File: config.mk
export PLATFORM = sky130hd
export DESIGN_NAME = mem_io_port
export DESIGN_NICKNAME = d
export VERILOG_FILES = /design/src/rtl/mem_io_port.sv
export SDC_FILE = /design/constraint.sdc
export NUM_CORES = 1
export LEC_CHECK = 0
export CAP_MARGIN = 20
export CELL_PAD_IN_SITES_DETAIL_PLACEMENT = 1
export CELL_PAD_IN_SITES_GLOBAL_PLACEMENT = 1
export CORE_UTILIZATION = 34
export CTS_BUF_LIST = sky130_fd_sc_hd__clkbuf_8
export CTS_CLUSTER_SIZE = 40
export DETAILED_ROUTE_END_ITERATION = 10
export PLACE_DENSITY_LB_ADDON = 0.1
export SLEW_MARGIN = 5
export SYNTH_ARGS = -nofsm -noshare
export SYNTH_HDL_FRONTEND = slang
export SYNTH_SLANG_ARGS = --single-unit
export TNS_END_PERCENT = 100
File: constraint.sdc
create_clock -name clk -period 7.98 [get_ports clk]
set_clock_uncertainty 0.15 [all_clocks]
set_input_delay 2.394 -clock clk [delete_from_list [all_inputs] [get_ports clk]]
set_output_delay 2.394 -clock clk [all_outputs]
set_load 0.005 [all_outputs]
File: src/rtl/mem_io_port.sv
// Single-outstanding load/store port: steers an accepted request to the data RAM
// or to the memory-mapped LED/switch registers and reports completion with done_o.
module mem_io_port (
    input  logic        clk,
    input  logic        rst,
    input  logic        req_i,
    input  logic        mem_read_i,
    input  logic        mem_write_i,
    input  logic [31:0] addr_i,
    input  logic [21:0] addr_high_i,
    input  logic [31:0] wdata_i,
    output logic [13:0] dmem_addr_o,
    output logic        dmem_we_o,
    output logic [31:0] dmem_wdata_o,
    input  logic [31:0] dmem_rdata_i,
    input  logic [23:0] switch_i,
    output logic [23:0] led_o,
    output logic        busy_o,
    output logic        done_o,
    output logic [31:0] rdata_o,
    output logic        err_o
);

    localparam logic [2:0] S_IDLE     = 3'd0;
    localparam logic [2:0] S_MEM_RD   = 3'd1;
    localparam logic [2:0] S_MEM_WAIT = 3'd2;
    localparam logic [2:0] S_MEM_WR   = 3'd3;
    localparam logic [2:0] S_IO       = 3'd4;
    localparam logic [2:0] S_DONE     = 3'd5;

    localparam logic [7:0] OFS_LED = 8'h60;
    localparam logic [7:0] OFS_SW  = 8'h70;

    typedef struct packed {
        logic [15:0] addr;
        logic [31:0] wdata;
        logic        rd;
        logic        wr;
    } req_t;

    req_t       req_q;
    logic [2:0] state;

    // Only the word index and IO offset bits are needed after acceptance.
    logic unused_addr_hi;
    assign unused_addr_hi = ^addr_i[31:16];

    assign busy_o       = (state != S_IDLE);
    assign done_o       = (state == S_DONE);
    assign dmem_we_o    = (state == S_MEM_WR);
    assign dmem_addr_o  = req_q.addr[15:2];
    assign dmem_wdata_o = req_q.wdata;

    always_ff @(posedge clk or posedge rst) begin
        if (rst) begin
            state   <= S_IDLE;
            req_q   <= '0;
            rdata_o <= '0;
            err_o   <= 1'b0;
            led_o   <= '0;
        end else begin
            case (state)
                S_IDLE: begin
                    if (req_i) begin
                        req_q <= '{addr: addr_i[15:0], wdata: wdata_i,
                                   rd: mem_read_i, wr: mem_write_i};
                        err_o <= 1'b0;
                        // Malformed and empty requests complete without touching anything.
                        if (mem_read_i && mem_write_i) begin
                            state   <= S_DONE;
                            err_o   <= 1'b1;
                            rdata_o <= '0;
                        end else if (!mem_read_i && !mem_write_i) begin
                            state   <= S_DONE;
                            rdata_o <= '0;
                        end else if (addr_high_i == 22'h3FFFFF) begin
                            state <= S_IO;
                        end else if (addr_i[1:0] != 2'b00) begin
                            state   <= S_DONE;
                            err_o   <= 1'b1;
                            rdata_o <= '0;
                        end else if (mem_read_i) begin
                            state <= S_MEM_RD;
                        end else begin
                            state <= S_MEM_WR;
                        end
                    end
                end
                S_MEM_RD: state <= S_MEM_WAIT;
                S_MEM_WAIT: begin
                    rdata_o <= dmem_rdata_i;
                    state   <= S_DONE;
                end
                S_MEM_WR: begin
                    rdata_o <= '0;
                    state   <= S_DONE;
                end
                S_IO: begin
                    rdata_o <= '0;
                    state   <= S_DONE;
                    case (req_q.addr[7:0])
                        OFS_LED: begin
                            if (req_q.wr) led_o   <= req_q.wdata[23:0];
                            if (req_q.rd) rdata_o <= {8'h00, led_o};
                        end
                        OFS_SW: begin
                            if (req_q.rd) rdata_o <= {8'h00, switch_i};
                        end
                        default: err_o <= 1'b1;
                    endcase
                end
                S_DONE:  state <= S_IDLE;
                default: state <= S_IDLE;
            endcase
        end
    end

endmodule

==> flow_summary_export.csv <==
group,metric,value,unit
critical_path,r2r_slack,5.54,ns
global_route,grt_pass1_wl,27280,um
power,powerDensity,292.7,mW/mm^2
layout,fill_cells,1783,
route,via_per_inst,4.873,
layout,antenna_cells,0,
clock_tree,cts_tree,"done",
synthesis,netlist.area_leader.share,49.72,%
layout,drive_gt1_share,11.16,%
die,start_util,34.85,%
route,drtPass1Iterations,4,
sta,layout_setup_ws,3.534,ns
placed_design,gp_congestion,0.7157,
die,die_x,129.6,um
sta,worstMarginPinSlew,0.8969,ns
critical_path,crit_path_max_incr_delay,0.62,ns
global_route,grt_pass1_vias,5166,
run_status,run_status,"finished, final reports clean",
sta,rsz0062_at_grt,"no",
die,pin_count,253,
critical_path,endpoint_kind,"flip-flop",
sta,layout_worst_path_cycle_share,55.71,%
synthesis,syn-num-nets,711,
clock_tree,clk_latency,0.38,ns
global_route,grt_max_degree,60,
layout,nets,888,
sta,finalSetupViolations,0,
synthesis,yosysTopAreaCell,"dfrtp_1",
power,max-vdd-ir-drop,165.7,uV
critical_path,crit_type,"in -> reg",
critical_path,r2r_end,"led_o[16]$_DFFE_PP0P_",
critical_path,arrival,4.60,ns
sta,setup_tns,0,ns
route,wl_per_cell,18.00,um
clock_tree,cts-buffers-inserted,9,
power,p_leak,3.495,nW
clock_tree,postCtsSetupBuffers,0,
sta,drv_slew,0,
clock_tree,cts.clk_slew.worst_paths,0.10,ns
global_route,gr-total-overflow,0,
placed_design,portBuffers,236,
layout,final_core_util,50.30,%
placed_design,dp_slack,2.861,ns
sta,hold_ws,0.3347,ns
sta,fmax,0.2249,GHz
synthesis,avgSynthCellArea,9.852,um^2
worst_hold_path,whs_endpoint,"dmem_addr_o[7]$_DFFE_PP0P_",
die,die_area,0.01680,mm^2
layout,synthToLayoutAreaGrowth,44.32,%
critical_path,crit_buf_inv,3,
route,wl,17280,um
critical_path,crit_path_start_kind,"primary input",
sta,slew_headroom,39.99,%
route,first_iter_violations,165,
route,drc,0,
synthesis,yosys_warnings,0,
die,die_height,129.6,um
placed_design,hpwl,12110,um
critical_path,worst-r2r-cell-count,4,
critical_path,crit_fanout,18,
placed_design,dp_cells,941,
synthesis,yosysUniqueCellTypes,33,
worst_hold_path,min_path_type,"reg -> reg",
worst_hold_path,hold_path_depth,2,
critical_path,r2r_start,"state[1]$_DFFE_PP0P_",
sta,hold_violations,0,
die,core,0.01589,mm^2
route,via_count,4678,
sta,period_minus_slack,4.446,ns
clock_tree,postCtsHoldBufs,0,
synthesis,netlist_instances,562,
layout,fin_cells,960,
clock_tree,root_buffer,"clkbuf_8",
clock_tree,cts.sinks,110,
global_route,grt_use_total,21.44,%
critical_path,critPathTopFamily,"buffers and inverters",
critical_path,cpMaxStageDelayCell,"and3_1",
route,ant_nets,0,
clock_tree,cts-resized-gates,0,
global_route,antenna_found_initial,0,
clock_tree,clockBufferDepth,2,
job,max_cap_viol_count,0,
die,num_rows,46,
critical_path,required,8.13,ns
critical_path,cp_cell_sequence,"clkdlybuf4s50_1 > inv_1 > ha_1 > and3_1 > buf_8 > o21ai_0 > o211ai_1",
clock_tree,htreeDepth,3,
synthesis,yosys-top-cells-area,"dfrtp_1 50%, nand2_1 11%, buf_4 6.2%",
synthesis,synth_seq_cells,110,
synthesis,synthesis.area,0.005537,mm^2
synthesis,synth_seq_area_share,49.72,%
worst_hold_path,holdCritStartpoint,"dmem_addr_o[7]$_DFFE_PP0P_",
metal layers:
layer	wire [um]	up-vias	track usage, %
met5	0	-	0
met4	319	0	7.250
met3	1190	22	5.533
met2	8659	147	38.88
met1	7114	2299	24.37
li1	-	2210	-
registers in the layout, summed over array words and instances (netlist names):
signal and flops:
req_q 4, rdata_o 32, led_o 24, dmem_addr_o 14, state 3, err_o 1, dmem_wdata_o 32
worst max path at each step:
stage                           from                         end  depth (start not counted)
after global routing      mem_read_i     rdata_o[24]$_DFFE_PP0P_                          7
after global placement    mem_read_i      rdata_o[4]$_DFFE_PP0P_                          6
after detailed placement  mem_read_i     rdata_o[15]$_DFFE_PP0P_                          6
after CTS                 mem_read_i     rdata_o[15]$_DFFE_PP0P_                          6
final                     mem_read_i     rdata_o[29]$_DFFE_PP0P_                          7
after floorplan                  rst  dmem_addr_o[0]$_DFFE_PP0P_                          1
logic make-up (layout without fill, tap and decap cells):
logic type | count (synthesis) | after routing | share of synthesized area [%]
compound gates | 96 | 96 | 11.46
fa+ha+maj | 2 | 2 | 0.4519
buf+inv | 109 | 291 | 11.23
flops | 110 | 110 | 49.72
mux | 48 | 48 | 11.12
simple gates | 197 | 197 | 16.02
cell usage after synthesis:
| cell | count |
|---|---|
| a21oi_1 | 2 |
| a22oi_1 | 24 |
| a311oi_1 | 1 |
| a31oi_1 | 1 |
| a32o_1 | 1 |
| and2_1 | 1 |
| and3_1 | 1 |
| buf_2 | 2 |
| buf_4 | 46 |
| buf_6 | 5 |
| clkbuf_1 | 26 |
| dfrtp_1 | 110 |
| ha_1 | 2 |
| inv_1 | 30 |
| mux2_2 | 28 |
| mux2_4 | 20 |
| nand2_1 | 157 |
| nand2b_2 | 1 |
| nand4_1 | 14 |
| nand4b_4 | 1 |
| nand4bb_4 | 1 |
| nor2_1 | 9 |
| nor2_4 | 1 |
| nor3_1 | 4 |
| nor3b_1 | 1 |
| nor4_1 | 2 |
| nor4b_4 | 1 |
| nor4bb_1 | 1 |
| o211ai_1 | 32 |
| o21ai_0 | 34 |
| o31a_1 | 1 |
| or3b_4 | 1 |
| or4_1 | 1 |
stage by stage:
| step | cell area [um^2] | power [W] |
|---|---|---|
| final | 7990 | 0.002339 |
| after global routing | 7990 | 0.002520 |
| after CTS | 7928 | 0.002362 |
| after detailed placement | 7719 | 0.001989 |
| after global placement | 7719 | 0.001937 |
| after floorplan | 5537 | 0.001513 |
layout by cell type (no fill, tap or decap), types with 3 or more instances in the layout:
master           instances
clkbuf_8                11
inv_1                   29
nor3_1                   4
o211ai_1                32
mux2_2                  28
nand4_1                 14
o21ai_0                 34
mux2_4                  20
nor2_1                   8
nand2_1                156
clkinvlp_4               3
a22oi_1                 24
dfrtp_1                110
buf_4                    6
clkdlybuf4s50_1        236
where the power goes:
| group | total (W) | internal, W | switching (W) |
|---|---|---|---|
| Sequential | 0.000913 | 0.000756 | 0.000157 |
| Clock | 0.000360 | 0.000162 | 0.000198 |
| Combinational | 0.00107 | 0.000596 | 0.000471 |
| Total | 0.00234 | 0.00151 | 0.000825 |
worst reg2reg max path: cells and delay by family (launching register included):
kind,cells,cell delay (ns)
DFF,1,0.46
and+or+nand+nor,3,1.18
muxes,1,0.53
area by class of cell:
class | instances | area [um^2] | area share [%]
clock inverters | 5 | 57.56 | 0.7203
inverters | 30 | 115.1 | 1.441
flip-flops and latches | 110 | 2753 | 34.45
repair buffers | 245 | 2470 | 30.91
well taps | 216 | 270.3 | 3.382
clock buffers | 11 | 151.4 | 1.895
multi-input cells | 343 | 2173 | 27.20
Power figures use the tool's default switching activity.
